File: config.mk
export PLATFORM = sky130hd
export DESIGN_NAME = commit_unit_flat
export DESIGN_NICKNAME = d
export VERILOG_FILES = /design/src/rtl/commit_unit_if.sv /design/src/rtl/commit_unit.sv /design/src/flat_wrapper.sv
export SDC_FILE = /design/constraint.sdc
export NUM_CORES = 1
export LEC_CHECK = 0
export ABC_CLOCK_PERIOD_IN_PS = 6800
export BUFFER_PORTS_ARGS = -buffer_cell sky130_fd_sc_hd__clkbuf_2
export CORE_MARGIN = 10
export CORE_UTILIZATION = 52
export CTS_CLUSTER_DIAMETER = 80
export CTS_CLUSTER_SIZE = 16
export DETAILED_ROUTE_END_ITERATION = 10
export PLACE_DENSITY = 0.84
export SYNTH_ARGS = -nofsm -noshare
export SYNTH_HDL_FRONTEND = slang
export SYNTH_SLANG_ARGS = --single-unit
File: constraint.sdc
create_clock -name clk -period 6.8 [get_ports clk]
set_input_delay 1.36 -clock clk [delete_from_list [all_inputs] [get_ports clk]]
set_output_delay 1.36 -clock clk [all_outputs]
set_load 0.1 [all_outputs]
File: src/rtl/commit_unit_if.sv
// Shared commit-stage types plus the bundle of signals between the scoreboard head,
// the register files, the LSU and the commit unit.
package commit_pkg;
    localparam int XLEN = 32;

    typedef enum logic [2:0] {
        FU_NONE, FU_ALU, FU_BRANCH, FU_LOAD, FU_STORE, FU_CSR
    } fu_t;

    typedef enum logic [3:0] {
        ALU_ADD, ALU_SUB, ALU_AND, ALU_OR, LSU_LW, LSU_SW, CSR_RW, CSR_RS, CSR_RC
    } fu_op_e;

    typedef struct packed {
        logic            valid;
        fu_t             fu;
        fu_op_e          op;
        logic [4:0]      rd;
        logic [XLEN-1:0] result;
    } decoder_t;
endpackage

interface commit_unit_if #(
    parameter int NR_COMMIT = 2,
    parameter int XLEN      = commit_pkg::XLEN
);
    import commit_pkg::*;

    logic                            halt_i;
    decoder_t [NR_COMMIT-1:0]        instr_i;
    logic     [NR_COMMIT-1:0]        commit_ack_o;
    logic     [NR_COMMIT-1:0]        gpr_we_o;
    logic     [NR_COMMIT-1:0][4:0]   gpr_waddr_o;
    logic     [NR_COMMIT-1:0][XLEN-1:0] gpr_wdata_o;
    fu_op_e                          csr_op_o;
    logic     [XLEN-1:0]             csr_wdata_o;
    logic     [XLEN-1:0]             csr_rdata_i;
    logic                            commit_csr_o;
    logic                            commit_lsu_o;
    logic                            lsu_ready_i;
    logic     [63:0]                 instret_o;

    // The commit unit drives the retire side of the bundle.
    modport master (
        input  halt_i, instr_i, csr_rdata_i, lsu_ready_i,
        output commit_ack_o, gpr_we_o, gpr_waddr_o, gpr_wdata_o,
               csr_op_o, csr_wdata_o, commit_csr_o, commit_lsu_o, instret_o
    );

    modport slave (
        output halt_i, instr_i, csr_rdata_i, lsu_ready_i,
        input  commit_ack_o, gpr_we_o, gpr_waddr_o, gpr_wdata_o,
               csr_op_o, csr_wdata_o, commit_csr_o, commit_lsu_o, instret_o
    );
endinterface

File: src/rtl/commit_unit.sv
// Multi-port in-order commit: retires a contiguous prefix of the scoreboard head each
// cycle, serialises after CSR commits and counts retired instructions.
module commit_unit
    import commit_pkg::*;
#(
    parameter int NR_COMMIT = 2,
    parameter int CSR_STALL = 2,
    parameter int XLEN      = commit_pkg::XLEN
) (
    input  logic           clk,
    input  logic           rst,
    commit_unit_if.master  cif
);
    localparam int CW = (CSR_STALL > 1) ? $clog2(CSR_STALL) : 1;

    typedef enum logic {IDLE, CSR_BLOCK} state_e;

    state_e        state_q, state_d;
    logic [CW-1:0] cnt_q, cnt_d;
    logic [63:0]   instret_q, instret_d;

    logic [NR_COMMIT-1:0]           ack;
    logic [NR_COMMIT-1:0]           we;
    logic [NR_COMMIT-1:0][4:0]      waddr;
    logic [NR_COMMIT-1:0][XLEN-1:0] wdata;
    fu_op_e                         csr_op;
    logic [XLEN-1:0]                csr_wdata;
    logic                           commit_csr;
    logic                           lsu_taken;
    logic                           chain;
    logic                           can_commit;
    logic                           is_lsu;
    logic                           ok;

    always_ff @(posedge clk) begin
        if (rst) begin
            state_q   <= IDLE;
            cnt_q     <= '0;
            instret_q <= '0;
        end else begin
            state_q   <= state_d;
            cnt_q     <= cnt_d;
            instret_q <= instret_d;
        end
    end

    always_comb begin
        state_d    = state_q;
        cnt_d      = cnt_q;
        instret_d  = instret_q;
        ack        = '0;
        we         = '0;
        waddr      = '0;
        wdata      = '0;
        csr_op     = ALU_ADD;
        csr_wdata  = '0;
        commit_csr = 1'b0;
        lsu_taken  = 1'b0;
        chain      = 1'b1;
        is_lsu     = 1'b0;
        ok         = 1'b0;
        can_commit = (state_q == IDLE) && !cif.halt_i && !rst;

        // Ack chain: each port may retire only if every older port retires too.
        for (int i = 0; i < NR_COMMIT; i++) begin
            is_lsu = (cif.instr_i[i].fu == FU_LOAD) || (cif.instr_i[i].fu == FU_STORE);
            ok     = !((i != 0) && (cif.instr_i[i].fu == FU_CSR))
                  && !((i != 0) && (cif.instr_i[0].fu == FU_CSR))
                  && !(is_lsu && (lsu_taken || !cif.lsu_ready_i));
            ack[i] = chain && can_commit && cif.instr_i[i].valid && ok;
            chain  = ack[i];
            if (ack[i] && is_lsu)
                lsu_taken = 1'b1;
            if (ack[i])
                instret_d = instret_d + 64'd1;
            waddr[i] = cif.instr_i[i].rd;
            wdata[i] = cif.instr_i[i].result;
        end

        // A younger port writing the same register supersedes the older write.
        for (int i = 0; i < NR_COMMIT; i++) begin
            we[i] = ack[i] && (cif.instr_i[i].rd != 5'd0);
            for (int j = i + 1; j < NR_COMMIT; j++) begin
                if (ack[j] && (cif.instr_i[j].rd == cif.instr_i[i].rd))
                    we[i] = 1'b0;
            end
        end

        if (ack[0] && (cif.instr_i[0].fu == FU_CSR)) begin
            commit_csr = 1'b1;
            csr_op     = cif.instr_i[0].op;
            csr_wdata  = cif.instr_i[0].result;
            wdata[0]   = cif.csr_rdata_i;
        end

        case (state_q)
            IDLE: begin
                if (commit_csr) begin
                    state_d = CSR_BLOCK;
                    cnt_d   = CW'(CSR_STALL - 1);
                end
            end
            CSR_BLOCK: begin
                if (cnt_q == '0)
                    state_d = IDLE;
                else
                    cnt_d = cnt_q - CW'(1);
            end
            default: state_d = IDLE;
        endcase
    end

    assign cif.commit_ack_o = ack;
    assign cif.gpr_we_o     = we;
    assign cif.gpr_waddr_o  = waddr;
    assign cif.gpr_wdata_o  = wdata;
    assign cif.csr_op_o     = csr_op;
    assign cif.csr_wdata_o  = csr_wdata;
    assign cif.commit_csr_o = commit_csr;
    assign cif.commit_lsu_o = lsu_taken;
    assign cif.instret_o    = instret_q;
endmodule

File: src/flat_wrapper.sv
// flat-port wrapper written by rule: the top's interface ports become plain ports
module commit_unit_flat import commit_pkg::*;
#(
    parameter int NR_COMMIT = 2,
    parameter int CSR_STALL = 2,
    parameter int XLEN      = commit_pkg::XLEN
)
  (clk, rst, cif_halt_i, cif_instr_i, cif_csr_rdata_i, cif_lsu_ready_i, cif_commit_ack_o, cif_gpr_we_o, cif_gpr_waddr_o, cif_gpr_wdata_o, cif_csr_op_o, cif_csr_wdata_o, cif_commit_csr_o, cif_commit_lsu_o, cif_instret_o);
  commit_unit_if #(.NR_COMMIT(NR_COMMIT), .XLEN(XLEN)) cif_i ();
  input  logic clk;
  input  logic rst;
  input wire logic [$bits(cif_i.halt_i)-1:0] cif_halt_i;
  input wire logic [$bits(cif_i.instr_i)-1:0] cif_instr_i;
  input wire logic [$bits(cif_i.csr_rdata_i)-1:0] cif_csr_rdata_i;
  input wire logic [$bits(cif_i.lsu_ready_i)-1:0] cif_lsu_ready_i;
  output wire logic [$bits(cif_i.commit_ack_o)-1:0] cif_commit_ack_o;
  output wire logic [$bits(cif_i.gpr_we_o)-1:0] cif_gpr_we_o;
  output wire logic [$bits(cif_i.gpr_waddr_o)-1:0] cif_gpr_waddr_o;
  output wire logic [$bits(cif_i.gpr_wdata_o)-1:0] cif_gpr_wdata_o;
  output wire logic [$bits(cif_i.csr_op_o)-1:0] cif_csr_op_o;
  output wire logic [$bits(cif_i.csr_wdata_o)-1:0] cif_csr_wdata_o;
  output wire logic [$bits(cif_i.commit_csr_o)-1:0] cif_commit_csr_o;
  output wire logic [$bits(cif_i.commit_lsu_o)-1:0] cif_commit_lsu_o;
  output wire logic [$bits(cif_i.instret_o)-1:0] cif_instret_o;
  assign cif_i.halt_i = cif_halt_i;
  assign cif_i.instr_i = cif_instr_i;
  assign cif_i.csr_rdata_i = cif_csr_rdata_i;
  assign cif_i.lsu_ready_i = cif_lsu_ready_i;
  assign cif_commit_ack_o = cif_i.commit_ack_o;
  assign cif_gpr_we_o = cif_i.gpr_we_o;
  assign cif_gpr_waddr_o = cif_i.gpr_waddr_o;
  assign cif_gpr_wdata_o = cif_i.gpr_wdata_o;
  assign cif_csr_op_o = cif_i.csr_op_o;
  assign cif_csr_wdata_o = cif_i.csr_wdata_o;
  assign cif_commit_csr_o = cif_i.commit_csr_o;
  assign cif_commit_lsu_o = cif_i.commit_lsu_o;
  assign cif_instret_o = cif_i.instret_o;
  commit_unit #(.NR_COMMIT(NR_COMMIT), .CSR_STALL(CSR_STALL), .XLEN(XLEN)) u_core (.clk(clk), .rst(rst), .cif(cif_i));
endmodule
==> metrics.md, run 1 <==
| Metric | Value |
|---|---|
| Synth async-reset ratio | `0` |
| Crit path cell chain | `clkbuf_2 > or4b_1 > or3_1 > buf_4 > nor4_1 > o221ai_1 > nor3_1 > nand4_1 > buf_4 > or4_1 > nor4_1 > nor3_1` |
| Final setup vio count | `0` |
| P per Cell Area | `between 100 and 150 mW/mm^2` |
| GP Congestion | `0.9811` |
| Reg power frac | `0.354` |
| Max stage delay cell, worst path | `or3_1` |
| Routed len/inst | `~22 microns` |
| Initial Util | `0.5391` |
| CTS max path bufs | `2` |
| Worst Skew | `about 0.01 ns` |
| Final wirelength | `around 26000 microns` |
| Max_slew headroom | `0.2597` |
| Initial antenna violation count | `3` |
| Hold Crit Start | `u_core.state_q` |
| Int Pwr | `between 700 and 800 uW` |
| Switch Pwr | `approximately 360 uW` |
| Vias/cell | `6.101` |
| Worst hold path type | `register to register` |
| EDFF count, synth | `0` |
| Syn Area/Cell | `between 7 and 8 sq um` |
| Number of port buffers | `around 240` |
| GRT Util Overall | `0.2811` |
| Core footprint | `between 0.01 and 0.015 sq mm` |
| Clock Sinks | `66` |
| Combinational Power Share | `0.200` |
| Post-route cell area | `a little under 0.008 sq mm` |
| R2R setup slack | `~2.0 ns` |
| CTS H-tree lvls | `3` |
| Crit-path leading delay family | `simple AND/OR/NAND/NOR gates` |
| Top cell type's share of synthesized area | `0.2015` |
| Crit path kind | `input pin to register` |
| Post-Synthesis Cells | `855` |
| Setup TNS | `0 ns` |
| Die Ht | `about 130 microns` |
| Most common library cell in the layout ignoring fill and taps | `clkbuf_2` |
| Num CTS Buffers | `9` |
| Share of cells above drive strength 1 | `0.3214` |
| Die ar. | `between 0.015 and 0.02 sq mm` |
| Clk pwr share | `0.446` |
| Maximum resistive drop on vdd | `roughly 110 uV` |
| Cell Area, Synth | `0.006556 sq mm` |
| Arrival time at the worst endpoint | `approximately 5.7 ns` |
| Switching Share | `0.3288` |
| Drc violations | `0` |
| Hold depth | `1` |
| Initial DRC Count | `696` |
| Min cycle time layout | `5.524 ns` |
| Post-DP HPWL | `about 21000 microns` |
| Area delta synth->final | `19.37%` |
| Crit path launch type | `input pin` |
| Overflow after GRT | `0` |
| Setup bufs post-CTS | `0` |
| Slowest stage delay, CP | `around 0.78 ns` |
| I/O pins | `306` |
| Outcome | `completed` |
| Rows | `40` |
| Worst EP required | `around 7.0 ns` |
| Syn Nets | `~980` |
| Most frequent cells in the layout | `clkbuf_2 (237), nor2_1 (92), dfxtp_1 (66), xnor2_1 (57), nand2_1 (54)` |
| Worst slew pin tran | `1.101 ns` |
| Worst hold margin | `~0.46 ns` |
| Routed Antenna Nets | `0` |
| Drt first pass iters | `5` |
| Hold path endpoint | `u_core.cnt_q` |
| Max cap viols | `0` |
| Most used DFF post-synth | `dfxtp_1` |
| Worst Path Buf+Inv | `3` |
| First-pass GRT wire length | `a little under 40000 microns` |
| Vias in the first global route | `~7100` |
| Die W | `132.3 microns` |
| Final Hold Viols | `0` |
| Worst R2R End | `u_core.cif.instret_o[59]` |
| Clock transition at path regs | `approximately 0.06 ns` |
| Post-synthesis register bit count | `66` |
| Yosys warnings | `0` |
| Root Buffer Master | `clkbuf_16` |
| Synth area leaders | `dfxtp_1 (20%), xnor2_1 (7.6%), mux2_2 (5.5%)` |
| Largest net degree at the start of global routing | `78` |
| Area leader, netlist | `dfxtp_1` |
| Cell Area, Placed | `between 0.007 and 0.008 sq mm` |
| Reg-to-Reg Start | `u_core.cif.instret_o[0]` |
| Routed vias | `7327` |
| Crit path max fanout | `14` |
| Filler instances | `1114` |
| Clk_lat worst skew | `0.35 ns` |
| CTS tree | `built` |
| Pins Over Slew Limit | `0` |
| Finished Core Util | `0.6435` |
| CTS resizes | `0` |
| Final #Nets | `about 1200` |
| Final period utilization | `0.8123` |
| Sequential element share of the synthesized area | `0.2015` |
| RSZ-0062 raised after global routing | `no` |
| Hold-fix buffers, CTS | `0` |
| Yosys cell types | `76` |
| Fmax | `about 0.18 GHz` |
| Static Leak | `between 3 and 4 nW` |
| Worst r2r path cells | `10` |
| Critical path capture point type | `register` |
==> kinds of logic (layout without fill, tap and decap cells) <==
logic type / Yosys count / in the layout / synth area share
AOI/OAI and AO/OA: 81 / 81 / 0.08588
xor gates and xnor gates: 91 / 91 / 0.1227
adders and majority gates: 3 / 3 / 0.005343
buffers and inverters: 93 / 268 / 0.08301
DFF: 66 / 66 / 0.2015
muxes: 43 / 43 / 0.07367
other: 0 / 3 / 0
and+or+nand+nor: 478 / 478 / 0.4279
==> flip-flops by register name, indices dropped and copies added, names as in the netlist <==
register / cells
u_core.cif.instret_o: 64
u_core.cnt_q: 1
u_core.state_q: 1
==> worst register-to-register path: cells and delay by family, from the launching register on <==
| kind | cells | cell delay [ns] |
|---|---|---|
| adder cells (fa/ha/maj) | 1 | 0.37 |
| AND/OR/NAND/NOR | 6 | 2.86 |
| multiplexers | 1 | 0.36 |
| AO/OA/AOI/OAI | 1 | 0.22 |
| flip-flops | 1 | 0.48 |
| XOR/XNOR | 1 | 0.37 |
==> worst max path at each step <==
stage	start	to	slack, ns	depth (start not counted)
after CTS	cif_halt_i	u_core.cif.instret_o[58]	1.39	12
after floorplan	cif_halt_i	cif_gpr_we_o[0]	0.36	10
final	cif_halt_i	u_core.cif.instret_o[58]	1.28	12
after detailed placement	cif_halt_i	u_core.cif.instret_o[58]	1.03	12
after global placement	cif_halt_i	u_core.cif.instret_o[59]	1.10	10
after global routing	cif_halt_i	u_core.cif.instret_o[46]	1.02	12
==> power by group through the flow <==
stage,registers [mW],logic (mW),clock network (mW)
after global placement,0.397,0.218,0
after CTS,0.389,0.220,0.489
after floorplan,0.402,0.252,0
after detailed placement,0.397,0.220,0
after global routing,0.389,0.229,0.506
final,0.389,0.219,0.489
==> per-layer routing <==
metal,vias up,wire length [microns],global-route usage
met5,-,0,0
met4,0,753,0.09352
met3,51,2848,0.1014
met2,441,13010,0.5003
met1,3396,9250,0.3005
li1,3439,-,-
==> area by class of cell <==
class	instances	area (sq um)	area share
Tap cell	168	210.2	0.02686
Clock buffer	12	256.5	0.03277
Multi-Input combinational cell	696	4700	0.6005
Clock inverter	4	50.05	0.006395
Timing Repair Buffer	244	1239	0.1583
Antenna cell	3	7.507	0.0009592
Sequential cell	66	1321	0.1688
Inverter	8	42.54	0.005436
==> per-stage QoR <==
| stage | worst slack, ns | instances | total power [mW] |
|---|---|---|---|
| 3_5_place_dp | 1.029 | 1182 | 0.6170 |
| 5_1_grt | 1.020 | 1201 | 1.124 |
| 3_3_place_gp | 1.098 | 1182 | 0.6158 |
| 4_1_cts | 1.395 | 1198 | 1.098 |
| 2_1_floorplan | 0.3599 | 855 | 0.6532 |
| 6_report | 1.276 | 1201 | 1.097 |
==> synthesized netlist by cell type (all sizes together), types with 9 or more instances <==
master and instances:
a21oi 22, and2 48, and3 16, and4 13, buf 51, clkbuf 34, dfxtp 66, mux2 42
nand2 56, nand3 42, nand4 50, nor2 92, nor2b 10, nor3 53, nor3b 9, nor4 41
o21ai 14, o31a 9, or3 13, xnor2 58, xor2 33
Power figures use the tool's default switching activity.
==> run 2: changes to the inputs <==
Settings changed: ABC_CLOCK_PERIOD_IN_PS 6800 to 4650, CORE_UTILIZATION 52 to 44, PLACE_DENSITY 0.84 to 0.75.
Clock period 6.8 ns to 4.65 ns, I/O delays scaled along.
==> run 2 against run 1 <==
Cell count up 6.4%. Utilization up 0.099 points. Wire length up 7.6%. Critical path depth down 1. Worst setup slack worse by 0.97 ns. Sequential cell count unchanged. Register-to-register slack worse by 1.6 ns. Largest cell class unchanged.
==> metrics.md, run 2 (synthesis results as in run 1) <==
| Metric | Value |
|---|---|
| Outcome | `completed` |
| Final wirelength | `27820 microns (+7.6%)` |
| Drc violations | `0 (unchanged)` |
| Clk_lat worst skew | `0.35 ns (about the same)` |
| Worst EP required | `4.85 ns (-2.16 ns)` |
| Worst slew pin tran | `0.8082 ns (-0.2931 ns)` |
| Fmax | `0.2304 GHz` |
| Pins Over Slew Limit | `0 (unchanged)` |
| Crit path launch type | `input pin` |
| Number of port buffers | `237 (unchanged)` |
| Post-DP HPWL | `23100 microns (+12%)` |
| Setup TNS | `0 ns (unchanged)` |
| Routed Antenna Nets | `0 (unchanged)` |
| Most frequent cells in the layout | `clkbuf_2 (163), nor2_1 (92), buf_12 (76), dfxtp_1 (66), buf_4 (64)` |
| Crit path max fanout | `17 (+3)` |
| Arrival time at the worst endpoint | `4.54 ns (-1.19 ns)` |
| Critical path capture point type | `register` |
| CTS H-tree lvls | `3 (unchanged)` |
| Final period utilization | `0.9334` |
| GP Congestion | `0.9379 (-4.4%)` |
| Die W | `142.1 microns (+7.4%)` |
| Clock Sinks | `66 (unchanged)` |
| Filler instances | `1205 (+8.2%)` |
| Routed len/inst | `21.77 microns (+1.1%)` |
| Max_slew headroom | `0.4612 (+0.2015)` |
| Cell Area, Placed | `0.009125 sq mm (+21%)` |
| Most common library cell in the layout ignoring fill and taps | `clkbuf_2` |
| P per Cell Area | `170.7 mW/mm^2 (+22%)` |
| Share of cells above drive strength 1 | `0.3572 (+0.03585)` |
| Routed vias | `7603 (+3.8%)` |
| Max cap viols | `0 (unchanged)` |
| Vias in the first global route | `7399 (+5.0%)` |
| Rows | `44 (+10%)` |
| Largest register FFs | `64 (unchanged)` |
| Clock transition at path regs | `0.06 ns (about the same)` |
| Initial DRC Count | `759 (+9.1%)` |
| Worst hold path type | `register to register` |
| Largest net degree at the start of global routing | `78 (unchanged)` |
| Post-route cell area | `0.009403 sq mm (+20%)` |
| I/O pins | `306 (unchanged)` |
| Die ar. | `0.02018 sq mm (+15%)` |
| Worst Skew | `0.009399 ns (-0.0008619 ns)` |
| Multi-input logic area | `0.004713 sq mm (+0.29%)` |
| Overflow after GRT | `0 (unchanged)` |
| Finished Core Util | `0.6445 (+0.0009920)` |
| CTS resizes | `0 (unchanged)` |
| Setup bufs post-CTS | `0 (unchanged)` |
| Final Hold Viols | `0 (unchanged)` |
| Num CTS Buffers | `9 (unchanged)` |
| Initial antenna violation count | `5 (+2)` |
| Min cycle time layout | `approximately 4.3 ns` |
| Root Buffer Master | `clkbuf_16` |
| Initial Util | `0.4494 (-0.08969)` |
| CTS max path bufs | `2 (unchanged)` |
| Die Ht | `142.1 microns (+7.4%)` |
| Drt first pass iters | `6 (+1)` |
| Hold-fix buffers, CTS | `0 (unchanged)` |
| CTS tree | `built` |
| Maximum resistive drop on vdd | `170.3 uV (+56%)` |
| First-pass GRT wire length | `42510 microns (+7.2%)` |
| GRT Util Overall | `0.2668 (-0.01428)` |
| Crit path kind | `input pin to register` |
| Core footprint | `0.01459 sq mm (+20%)` |
| RSZ-0062 raised after global routing | `no` |
| Vias/cell | `5.949 (-2.5%)` |
| Final setup vio count | `0 (unchanged)` |
| Register Area | `0.001321 sq mm (unchanged)` |
| Static Leak | `3.655 nW (+20%)` |
| Final #Nets | `1212 (+5.1%)` |
| Area delta synth->final | `43.42%` |
run 2: worst paths after layout:
| kind | from | end | slack, ns | depth (start not counted) |
|---|---|---|---|---|
| worst min register to register | u_core.state_q | u_core.cnt_q | 0.47 | 1 |
| worst max-delay path | cif_halt_i | u_core.cif.instret_o[58] | 0.31 | 11 |
| worst max register to register | u_core.cif.instret_o[0] | u_core.cif.instret_o[53] | 0.48 | 11 |
| worst min-delay path | u_core.state_q | u_core.cnt_q | 0.47 | 1 |
run 2: worst max-delay path, stage by stage:
cell and delay [ns]:
clkbuf_2 0.08, or4b_1 0.57, or3_1 0.42, buf_4 0.22
nor4_1 0.37, o221ai_1 0.32, nor3_1 0.36, nand4_1 0.22
or4_1 0.62, nor4_1 0.34, nor3_1 0.09
run 2: layout make-up:
type	count	share of cell area
sequential	66	0.1405
antenna	5	0.001331
clock buffer	13	0.02661
multi-input combinational	696	0.5013
timing repair buffer	303	0.2997
tap	184	0.02448
clock inverter	3	0.001597
inverter	8	0.004524
run 2: where the power goes:
part | switching (mW) | internal, mW | leakage [nW]
clock network | 0.259 | 0.373 | 0.133
logic | 0.270 | 0.133 | 2.99
registers | 0.00236 | 0.567 | 0.531
total | 0.532 | 1.07 | 3.65
run 2: layer usage:
layer | global-route usage | vias up | share of wire
met5 | 0 | - | 0
met4 | 0.1087 | 0 | 0.032
met3 | 0.08945 | 58 | 0.11
met2 | 0.4814 | 451 | 0.52
met1 | 0.2764 | 3528 | 0.34
li1 | - | 3566 | -
run 2: metrics by stage:
stage,power [mW],hold WS (ns),std cells,setup slack [ns]
2_1_floorplan,0.9568,0.4179,855,0.01031
3_3_place_gp,0.9827,0.4387,1257,0.06949
3_5_place_dp,0.9856,0.4642,1257,-0.01142
4_1_cts,1.614,0.4677,1273,0.3461
5_1_grt,1.652,0.4763,1278,0.07035
6_report,1.605,0.4675,1278,0.3096
